File: config.mk
export PLATFORM = sky130hd
export DESIGN_NAME = load_store_unit_flat
export DESIGN_NICKNAME = d
export VERILOG_FILES = /design/src/rtl/load_store_unit_pkg.sv /design/src/rtl/load_store_unit_if.sv /design/src/rtl/load_store_unit_load_align.sv /design/src/rtl/load_store_unit.sv /design/src/flat_wrapper.sv
export SDC_FILE = /design/constraint.sdc
export NUM_CORES = 1
export LEC_CHECK = 0
export CAP_MARGIN = 40
export CORE_UTILIZATION = 30
export CTS_CLUSTER_SIZE = 14
export DETAILED_ROUTE_END_ITERATION = 16
export PLACE_DENSITY = 0.69
export SYNTH_ARGS = -nofsm -noshare
export SYNTH_HDL_FRONTEND = slang
export SYNTH_HIERARCHICAL = 1
export SYNTH_SLANG_ARGS = --single-unit
File: constraint.sdc
create_clock -name clk -period 1.9 [get_ports clk]
set_input_delay 0.475 -clock clk [delete_from_list [all_inputs] [get_ports clk]]
set_output_delay 0.475 -clock clk [all_outputs]
set_load 0.01 [all_outputs]
File: src/rtl/load_store_unit_pkg.sv
// Shared FSM state encoding and funct3 access-size codes for the load/store unit.
package load_store_unit_pkg;

   typedef enum logic [1:0] {
      ST_IDLE = 2'd0,
      ST_REQ  = 2'd1,
      ST_WAIT = 2'd2,
      ST_DONE = 2'd3
   } lsu_state_e;

   localparam logic [2:0] LSU_B  = 3'b000;
   localparam logic [2:0] LSU_H  = 3'b001;
   localparam logic [2:0] LSU_W  = 3'b010;
   localparam logic [2:0] LSU_BU = 3'b100;
   localparam logic [2:0] LSU_HU = 3'b101;

endpackage

File: src/rtl/load_store_unit_if.sv
// Request, data-memory and load-result bundle of the load/store unit.
// LSU_MISALIGN_TRAP_EN adds the misalign_err signal.
interface load_store_unit_if #(
   parameter int ADDR_WIDTH = 32,
   parameter int DATA_WIDTH = 32
);
   logic                  req_valid;
   logic                  req_ready;
   logic                  mem_read;
   logic                  mem_write;
   logic [2:0]            funct3;
   logic [ADDR_WIDTH-1:0] addr;
   logic [DATA_WIDTH-1:0] wdata;

   logic                  dmem_valid;
   logic                  dmem_ready;
   logic [ADDR_WIDTH-1:0] dmem_addr;
   logic [3:0]            dmem_we;
   logic [DATA_WIDTH-1:0] dmem_wdata;
   logic                  dmem_rvalid;
   logic [DATA_WIDTH-1:0] dmem_rdata;

   logic                  ld_valid;
   logic [DATA_WIDTH-1:0] ld_data;
   logic                  busy;
`ifdef LSU_MISALIGN_TRAP_EN
   logic                  misalign_err;
`endif

   // The unit itself
   modport master (
      input  req_valid, mem_read, mem_write, funct3, addr, wdata,
      input  dmem_ready, dmem_rvalid, dmem_rdata,
      output req_ready, dmem_valid, dmem_addr, dmem_we, dmem_wdata,
      output ld_valid, ld_data, busy
`ifdef LSU_MISALIGN_TRAP_EN
      , output misalign_err
`endif
   );

   // Execute stage plus data memory
   modport slave (
      output req_valid, mem_read, mem_write, funct3, addr, wdata,
      output dmem_ready, dmem_rvalid, dmem_rdata,
      input  req_ready, dmem_valid, dmem_addr, dmem_we, dmem_wdata,
      input  ld_valid, ld_data, busy
`ifdef LSU_MISALIGN_TRAP_EN
      , input misalign_err
`endif
   );

endinterface

File: src/rtl/load_store_unit_load_align.sv
// Combinational load extraction: picks the byte/halfword lane and sign- or zero-extends it.
module lsu_load_align
   import load_store_unit_pkg::*;
#(
   parameter int DATA_WIDTH = 32
) (
   input  logic [2:0]            funct3,
   input  logic [1:0]            addr_lo,
   input  logic [DATA_WIDTH-1:0] rdata,
   output logic [DATA_WIDTH-1:0] data
);

   logic [7:0]  byte_sel;
   logic [15:0] half_sel;

   always_comb begin
      case (addr_lo)
         2'd0:    byte_sel = rdata[7:0];
         2'd1:    byte_sel = rdata[15:8];
         2'd2:    byte_sel = rdata[23:16];
         default: byte_sel = rdata[31:24];
      endcase
      // addr_lo[0] is ignored for halfwords so misaligned halves fall back to the aligned lane
      half_sel = addr_lo[1] ? rdata[31:16] : rdata[15:0];

      case (funct3)
         LSU_B:   data = {{24{byte_sel[7]}}, byte_sel};
         LSU_BU:  data = {24'd0, byte_sel};
         LSU_H:   data = {{16{half_sel[15]}}, half_sel};
         LSU_HU:  data = {16'd0, half_sel};
         default: data = rdata;
      endcase
   end

endmodule

File: src/rtl/load_store_unit.sv
// Load/store unit: one outstanding data-memory access, IDLE -> REQ -> (WAIT -> DONE) -> IDLE.
// Define LSU_MISALIGN_TRAP_EN to trap misaligned requests on misalign_err instead of issuing them.
module load_store_unit
   import load_store_unit_pkg::*;
#(
   parameter int ADDR_WIDTH = 32,
   parameter int DATA_WIDTH = 32
) (
   input  logic              clk,
   input  logic              rst_n,
   load_store_unit_if.master bus
);

   lsu_state_e            state_q,      state_d;
   logic [2:0]            funct3_q,     funct3_d;
   logic [ADDR_WIDTH-1:0] addr_q,       addr_d;
   logic                  is_store_q,   is_store_d;
   logic                  dmem_valid_q, dmem_valid_d;
   logic [3:0]            dmem_we_q,    dmem_we_d;
   logic [DATA_WIDTH-1:0] dmem_wdata_q, dmem_wdata_d;
   logic                  ld_valid_q,   ld_valid_d;
   logic [DATA_WIDTH-1:0] ld_data_q,    ld_data_d;
   logic [DATA_WIDTH-1:0] ld_align;
   logic                  op_req;
   logic                  accept;
`ifdef LSU_MISALIGN_TRAP_EN
   logic                  misalign_err_q, misalign_err_d;
   logic                  misaligned;
`endif

   function automatic logic [3:0] store_be(input logic [2:0] f3, input logic [1:0] a);
      case (f3)
         LSU_B:   return 4'b0001 << a;
         LSU_H:   return 4'b0011 << {a[1], 1'b0};
         default: return 4'b1111;
      endcase
   endfunction

   function automatic logic [DATA_WIDTH-1:0] store_data(input logic [2:0] f3,
                                                        input logic [DATA_WIDTH-1:0] d);
      case (f3)
         LSU_B:   return {4{d[7:0]}};
         LSU_H:   return {2{d[15:0]}};
         default: return d;
      endcase
   endfunction

`ifdef LSU_MISALIGN_TRAP_EN
   function automatic logic is_misaligned(input logic st, input logic [2:0] f3,
                                          input logic [1:0] a);
      case (f3)
         LSU_B:   return 1'b0;
         LSU_H:   return a[0];
         LSU_BU:  return st ? (a != 2'd0) : 1'b0;
         LSU_HU:  return st ? (a != 2'd0) : a[0];
         default: return a != 2'd0;
      endcase
   endfunction

   assign misaligned = is_misaligned(bus.mem_write, bus.funct3, bus.addr[1:0]);
`endif

   lsu_load_align #(.DATA_WIDTH(DATA_WIDTH)) u_load_align (
      .funct3  (funct3_q),
      .addr_lo (addr_q[1:0]),
      .rdata   (bus.dmem_rdata),
      .data    (ld_align)
   );

   assign op_req = bus.req_valid && (bus.mem_read || bus.mem_write);
`ifdef LSU_MISALIGN_TRAP_EN
   assign accept = op_req && !misaligned;
`else
   assign accept = op_req;
`endif

   always_comb begin
      state_d      = state_q;
      funct3_d     = funct3_q;
      addr_d       = addr_q;
      is_store_d   = is_store_q;
      dmem_valid_d = dmem_valid_q;
      dmem_we_d    = dmem_we_q;
      dmem_wdata_d = dmem_wdata_q;
      ld_valid_d   = 1'b0;
      ld_data_d    = ld_data_q;
`ifdef LSU_MISALIGN_TRAP_EN
      misalign_err_d = (state_q == ST_IDLE) && op_req && misaligned;
`endif

      case (state_q)
         ST_IDLE: begin
            if (accept) begin
               // mem_write wins when both decode bits are set
               funct3_d     = bus.funct3;
               addr_d       = bus.addr;
               is_store_d   = bus.mem_write;
               dmem_valid_d = 1'b1;
               dmem_we_d    = bus.mem_write ? store_be(bus.funct3, bus.addr[1:0]) : 4'b0000;
               dmem_wdata_d = bus.mem_write ? store_data(bus.funct3, bus.wdata) : '0;
               state_d      = ST_REQ;
            end
         end
         ST_REQ: begin
            if (bus.dmem_ready) begin
               dmem_valid_d = 1'b0;
               dmem_we_d    = 4'b0000;
               state_d      = is_store_q ? ST_IDLE : ST_WAIT;
            end
         end
         ST_WAIT: begin
            if (bus.dmem_rvalid) begin
               ld_data_d  = ld_align;
               ld_valid_d = 1'b1;
               state_d    = ST_DONE;
            end
         end
         ST_DONE: state_d = ST_IDLE;
         default: state_d = ST_IDLE;
      endcase
   end

   always_ff @(posedge clk) begin
      if (!rst_n) begin
         state_q      <= ST_IDLE;
         funct3_q     <= '0;
         addr_q       <= '0;
         is_store_q   <= 1'b0;
         dmem_valid_q <= 1'b0;
         dmem_we_q    <= 4'b0000;
         dmem_wdata_q <= '0;
         ld_valid_q   <= 1'b0;
         ld_data_q    <= '0;
`ifdef LSU_MISALIGN_TRAP_EN
         misalign_err_q <= 1'b0;
`endif
      end else begin
         state_q      <= state_d;
         funct3_q     <= funct3_d;
         addr_q       <= addr_d;
         is_store_q   <= is_store_d;
         dmem_valid_q <= dmem_valid_d;
         dmem_we_q    <= dmem_we_d;
         dmem_wdata_q <= dmem_wdata_d;
         ld_valid_q   <= ld_valid_d;
         ld_data_q    <= ld_data_d;
`ifdef LSU_MISALIGN_TRAP_EN
         misalign_err_q <= misalign_err_d;
`endif
      end
   end

   assign bus.req_ready  = (state_q == ST_IDLE);
   assign bus.busy       = (state_q != ST_IDLE);
   assign bus.dmem_valid = dmem_valid_q;
   assign bus.dmem_addr  = {addr_q[ADDR_WIDTH-1:2], 2'b00};
   assign bus.dmem_we    = dmem_we_q;
   assign bus.dmem_wdata = dmem_wdata_q;
   assign bus.ld_valid   = ld_valid_q;
   assign bus.ld_data    = ld_data_q;
`ifdef LSU_MISALIGN_TRAP_EN
   assign bus.misalign_err = misalign_err_q;
`endif

endmodule

File: src/flat_wrapper.sv
// flat-port wrapper written by rule: the top's interface ports become plain ports
module load_store_unit_flat import load_store_unit_pkg::*;
#(
   parameter int ADDR_WIDTH = 32,
   parameter int DATA_WIDTH = 32
)
  (clk, rst_n, bus_req_valid, bus_mem_read, bus_mem_write, bus_funct3, bus_addr, bus_wdata, bus_dmem_ready, bus_dmem_rvalid, bus_dmem_rdata, bus_req_ready, bus_dmem_valid, bus_dmem_addr, bus_dmem_we, bus_dmem_wdata, bus_ld_valid, bus_ld_data, bus_busy);
  load_store_unit_if #(.ADDR_WIDTH(ADDR_WIDTH), .DATA_WIDTH(DATA_WIDTH)) bus_i ();
  input  logic clk;
  input  logic rst_n;
  input wire logic [$bits(bus_i.req_valid)-1:0] bus_req_valid;
  input wire logic [$bits(bus_i.mem_read)-1:0] bus_mem_read;
  input wire logic [$bits(bus_i.mem_write)-1:0] bus_mem_write;
  input wire logic [$bits(bus_i.funct3)-1:0] bus_funct3;
  input wire logic [$bits(bus_i.addr)-1:0] bus_addr;
  input wire logic [$bits(bus_i.wdata)-1:0] bus_wdata;
  input wire logic [$bits(bus_i.dmem_ready)-1:0] bus_dmem_ready;
  input wire logic [$bits(bus_i.dmem_rvalid)-1:0] bus_dmem_rvalid;
  input wire logic [$bits(bus_i.dmem_rdata)-1:0] bus_dmem_rdata;
  output wire logic [$bits(bus_i.req_ready)-1:0] bus_req_ready;
  output wire logic [$bits(bus_i.dmem_valid)-1:0] bus_dmem_valid;
  output wire logic [$bits(bus_i.dmem_addr)-1:0] bus_dmem_addr;
  output wire logic [$bits(bus_i.dmem_we)-1:0] bus_dmem_we;
  output wire logic [$bits(bus_i.dmem_wdata)-1:0] bus_dmem_wdata;
  output wire logic [$bits(bus_i.ld_valid)-1:0] bus_ld_valid;
  output wire logic [$bits(bus_i.ld_data)-1:0] bus_ld_data;
  output wire logic [$bits(bus_i.busy)-1:0] bus_busy;
  assign bus_i.req_valid = bus_req_valid;
  assign bus_i.mem_read = bus_mem_read;
  assign bus_i.mem_write = bus_mem_write;
  assign bus_i.funct3 = bus_funct3;
  assign bus_i.addr = bus_addr;
  assign bus_i.wdata = bus_wdata;
  assign bus_i.dmem_ready = bus_dmem_ready;
  assign bus_i.dmem_rvalid = bus_dmem_rvalid;
  assign bus_i.dmem_rdata = bus_dmem_rdata;
  assign bus_req_ready = bus_i.req_ready;
  assign bus_dmem_valid = bus_i.dmem_valid;
  assign bus_dmem_addr = bus_i.dmem_addr;
  assign bus_dmem_we = bus_i.dmem_we;
  assign bus_dmem_wdata = bus_i.dmem_wdata;
  assign bus_ld_valid = bus_i.ld_valid;
  assign bus_ld_data = bus_i.ld_data;
  assign bus_busy = bus_i.busy;
  load_store_unit #(.ADDR_WIDTH(ADDR_WIDTH), .DATA_WIDTH(DATA_WIDTH)) u_core (.clk(clk), .rst_n(rst_n), .bus(bus_i));
endmodule
### After elaboration in Yosys (flattened, before gate mapping)

Cells that the tools add are included.

| storage, ports and cells | value |
|---|---|
| flip-flop bits (word level) | 108 |
| input port bits | 106 |
| output and inout port bits | 104 |
| logic and storage cells | 55 |

| operators by class | value |
|---|---|
| equal/unequal tests | 12 |
| shift operators | 2 |
| muxes and demuxes | 19 |
| reduce and logical (&&, ||, !) cells | 13 |

Operators with widths:

| cell | number |
|---|---|
| 32-bit one-hot mux with 4 select lines | 1 |
| 32-bit one-hot mux with 2 select lines | 1 |
| 32-bit 2-to-1 mux | 1 |
| 8-bit one-hot mux with 3 select lines | 1 |
| 16-bit 2-to-1 mux | 1 |
| 4-bit one-hot mux with 2 select lines | 2 |
| 4-bit 2-to-1 mux | 3 |
| 2-bit 2-to-1 mux | 4 |
| 2-bit one-hot mux with 4 select lines | 1 |
| 2-bit == test (second input constant) | 3 |
| 3-bit by 1-bit == test with 1-bit output (second input constant) | 2 |
| 3-bit == test (second input constant) | 2 |
| 3-bit zero test | 2 |
| 2-bit AND reduction | 3 |
| 3-bit AND reduction | 2 |
| 2-bit by 1-bit == test with 1-bit output (second input constant) | 2 |
| 2-bit zero test | 2 |
| 2-bit inequality test (second input constant) | 2 |
| 2-bit nonzero test | 2 |
| 1-bit by 2-bit left shift with 4-bit output (first input constant) | 1 |
| 2-bit by 2-bit left shift with 4-bit output (first input constant) | 1 |
| 1-bit 2-to-1 mux | 3 |
| 2-bit by 1-bit inequality test with 1-bit output (second input constant) | 1 |
| 1-bit one-hot mux with 2 select lines | 1 |
| 2 further kinds | 2 |

### Longest topological paths before layout

| logic depth | value |
|---|---|
| word-level depth | 5 |
| mapped depth | 8 |
| mapped depth without buffers | 5 |

### Hierarchy

Netlist, hierarchy kept.

By module, submodules not included:

| module | instances | cells each | area an instance (µm²) | sequential area each (µm²) |
|---|---|---|---|---|
| load_store_unit | 1 | 540 | 4580.6 | 2162.1 |
| lsu_load_align | 1 | 133 | 969.7 | 0.0 |

### Least setup slack after synthesis

Ideal clock, no wire load.

| timing path | value |
|---|---|
| path type | in2reg |
| start point | input bus_mem_write |
| end point | register u_core.dmem_wdata_q[15] (netlist: u_core/bus.dmem_wdata[15]) |
| library setup time | 0.123 ns |
| arrival | 1.484 ns |
| required time | 1.777 ns |
| slack | 0.293 ns |
| cell stages on the path | 8 |
| buffers on the path | 4 |
| cells stage by stage | buf_4 -> o21ai_2 -> or3_1 -> buf_2 -> buf_6 -> buf_6 -> nand3_1 -> o21ai_1 |

| between the ends | value |
|---|---|
| word-level cells in the longest chain between the ends | 3 |
| elaborated cells between the ends (all ways) | 4 |
| classes of those cells | mux (1); reduce/logical (3) |

Ends and longest elaborated chain:

| item | RTL line | RTL |
|---|---|---|
| from (decl) | flat_wrapper.sv:13 | `input wire logic [$bits(bus_i.mem_write)-1:0] bus_mem_write;` |
| 1-bit logical OR | load_store_unit.sv:70 | `assign op_req = bus.req_valid && (bus.mem_read \|\| bus.mem_write);` |
| 1-bit logical AND | load_store_unit.sv:70 |  |
| 2-bit AND reduction (no source line) | - |  |
| to (signal assigned) | load_store_unit.sv:144 | `dmem_wdata_q <= dmem_wdata_d;` |
| to (decl) | load_store_unit.sv:20 | `logic [DATA_WIDTH-1:0] dmem_wdata_q, dmem_wdata_d;` |

Parallel ways exist; a longest one is shown, timed or not.
A chain may end at the register's enable or synchronous reset.

==> impl_results.md <==
* Status: complete, no violations
* Register area share after synthesis at 0.390
* Overflow after GRT at 0
* Initial core utilization at 0.308
* Post-synth EDFFs at 0
* Drt first pass iters at 5
* Core area at 0.0180 mm2
* Fill cells at 1803
* Detailed Route WL at 16.9 mm
* Antenna Nets Post-Route at 0
* CP cell instances: nor2_4 -> inv_1 -> clkdlybuf4s50_1
* Yosys warns at 6
* Hold Fails Final Rpt at 0
* Switching power at 1.58 mW
* Worst hold path endpoint: u_core/bus.dmem_wdata[6]$_SDFFE_PN0P_
* Synth area leaders: dfxtp_1 (39%), nand2_1 (11%), a21boi_0 (9.7%), buf_4 (5.3%), mux4_1 (3.3%)
* Fin crit share at 0.973
* Total CTS buffers at 9
* RSZ-0062 raised after global routing: no
* Max-Cap Viols at 0
* First-pass GRT wire length at 26.6 mm
* Non-filler cells, final at 1103
* Min-Delay Path Depth at 2
* RD Place Congestion at 0.976
* Total GRT Usage at 0.173
* Clock transition at the registers of the reported paths at 70 ps
* Crit path launch type: flip-flop
* Static leakage at 2.98 nW
* CTS tree: built
* Syn_area_per_cell at 8.25 um2
* Worst-skew pair later-pin latency at 350 ps
* Class of the worst hold path: flip-flop to flip-flop
* Clk pwr share at 0.349
* CP Capture Type: primary output
* Pwr dens at 713 mW/mm2
* Die Wd at 138 um
* RR Endpoint: u_core/bus.ld_data[20]$_SDFFE_PN0P_
* Post-DR vias/cell at 4.85
* Detailed Place HPWL at 12.4 mm
* Worst stage delay on the critical path at 520 ps
* Hold Path Origin: u_core/bus.dmem_wdata[6]$_SDFFE_PN0P_
* Mapped Cells at 673
* Setup slack, reg-to-reg at 210 ps
* Post-synth top area cell: dfxtp_1
* Ys async rst share at 0
* Combinational power share at 0.234
* PnR worst setup slack at 52.1 ps
* Post-CTS Setup Bufs at 0
* Commonest non-fill, non-tap cell in the layout: clkdlybuf4s50_1
* Hold Slack at 456 ps
* P&R area growth vs syn at 48.2%
* H-tree lvl count at 3
* Largest net degree at the start of global routing at 42
* Critical path class: flip-flop to primary output
* Ports at 210
* Final TNS setup at 0 ps
* Synth Flop Type: dfxtp_1
* Via count at 5346
* CP max stage cell: clkdlybuf4s50_1
* Commonest cells after routing, fill and taps aside: clkdlybuf4s50_1 (205), nand2_1 (157), dfxtp_1 (107)
* R2R cell count at 6
* Slew Limit Fails at 0
* Chip height at 138 um
* Utilization after layout at 0.456
* Peak VDD IR at 522 uV
* Yosys top cell area share at 0.390
* Clock tree sinks at 108
* Initial antenna violation count at 0
* Placement Rows at 49
* Post-Place Cells at 1086
* Final count of negative-setup-slack endpoints at 0
* DR WL/cell at 15.4 um
* Unique masters post-synth at 43
* Port bufs at 207
* Root Driver: clkbuf_16
* Setup Skew at 9.60 ps
* Placed instance area at 0.00790 mm2
* Total Power at 5.86 mW
* Fin area at 0.00823 mm2
* Die area at 0.0190 mm2
* Worst EP required at 1420 ps
* First DRT Iteration DRCs at 377
* Layout cell share with drive strength beyond 1 at 0.128
* CTS Buffer Depth at 2
* Vias in the first global route at 4946
* Yosys reg bits at 108
* Post-Syn Area at 0.00555 mm2
* Reg2Reg Launch Point: u_core/addr_q[0]$_SDFFE_PN0P_
* DRC errors left at 0
* Worst EP arrival at 1370 ps
* Internal power at 4.29 mW
* CP Max Fanout at 3
* Register share of total power at 0.417
* Switching share of power at 0.269
* Fmax at 0.541 GHz
* Pre-CTS setup slack at -242 ps
* Tmin final at 1850 ps
* Nets at 974
layer usage:
| metal | vias to the layer above | wire, um | GRT usage |
|---|---|---|---|
| li1 | 2667 | - | - |
| met1 | 2425 | 7570 | 0.227 |
| met2 | 234 | 7620 | 0.270 |
| met3 | 20 | 1480 | 0.0599 |
| met4 | 0 | 270 | 0.0445 |
| met5 | - | 0 | 0 |
repair_timing:
item	4_1_cts	5_1_grt
setup endpoints to repair	2	19
pin swaps	0	0
gates cloned	0	0
resized for setup	2	3
hold buffers	0	0
registers in the layout, indices dropped and copies added, names as in the netlist, named ones only:
name and count:
u_core/bus.ld_valid 1, u_core/bus.dmem_valid 1, u_core/funct3_q 3, u_core/bus.dmem_we 4
u_core/addr_q 32, u_core/bus.dmem_wdata 32, u_core/is_store_q 1, u_core/bus.ld_data 32
u_core/state_q 1
cell usage after synthesis, types with 4 or more instances:
cell type / n
inv_1: 11
o221ai_2: 4
a21boi_0: 72
mux4_1: 7
nand3_1: 24
nor2_1: 33
a21oi_1: 20
o21ai_0: 26
nor2b_1: 20
buf_6: 10
a311oi_1: 7
a22oi_1: 8
buf_2: 19
mux2_2: 16
clkbuf_1: 19
a21boi_1: 4
nand2_1: 157
o22ai_1: 20
dfxtp_1: 108
o21ai_1: 16
buf_4: 39
how the worst max path moves through the flow:
stage,startpoint,to,slack [ps]
floorplan,bus_mem_write,u_core/bus.dmem_wdata[15]$_SDFFE_PN0P_,290
global placement,bus_req_valid,u_core/bus.dmem_wdata[16]$_SDFFE_PN0P_,-200
detailed placement,bus_dmem_rdata[31],u_core/bus.ld_data[31]$_SDFFE_PN0P_,-240
CTS,flip-flop,bus_busy,7
global route,flip-flop,bus_busy,10
finish,flip-flop,bus_busy,50
worst max-delay path: cells and delay by family, from the launching register on:
family / cells / cell delay, ps
buffers and inverters: 2 / 570
DFF: 1 / 390
and+or+nand+nor: 1 / 70
kinds of logic after synthesis:
kind of cell	Yosys count	synth area share
other	1	0.000676
and+or+nand+nor	245	0.186
DFF	108	0.390
buffers and inverters	102	0.113
muxes	27	0.0746
AOI/OAI and AO/OA	190	0.236
power by group through the flow:
stage          clock, mW  combinational [mW]  sequential, mW
2_1_floorplan          0               0.721            2.51
3_3_place_gp           0                1.36            2.49
3_5_place_dp           0                1.37            2.50
4_1_cts             2.12                1.37            2.45
5_1_grt             2.22                1.49            2.46
6_report            2.04                1.37            2.45
layout make-up:
cell class,instances,area (um2),area share
Clock buffer,11,233,0.0283
Multi-Input combinational cell,464,2780,0.338
Clock inverter,5,82.6,0.0100
Antenna cell,1,2.50,0.000304
Inverter,13,48.8,0.00593
Timing Repair Buffer,272,2630,0.320
Tap cell,229,287,0.0348
Sequential cell,108,2160,0.263
No activity file was read; power rests on OpenSTA's default activity.
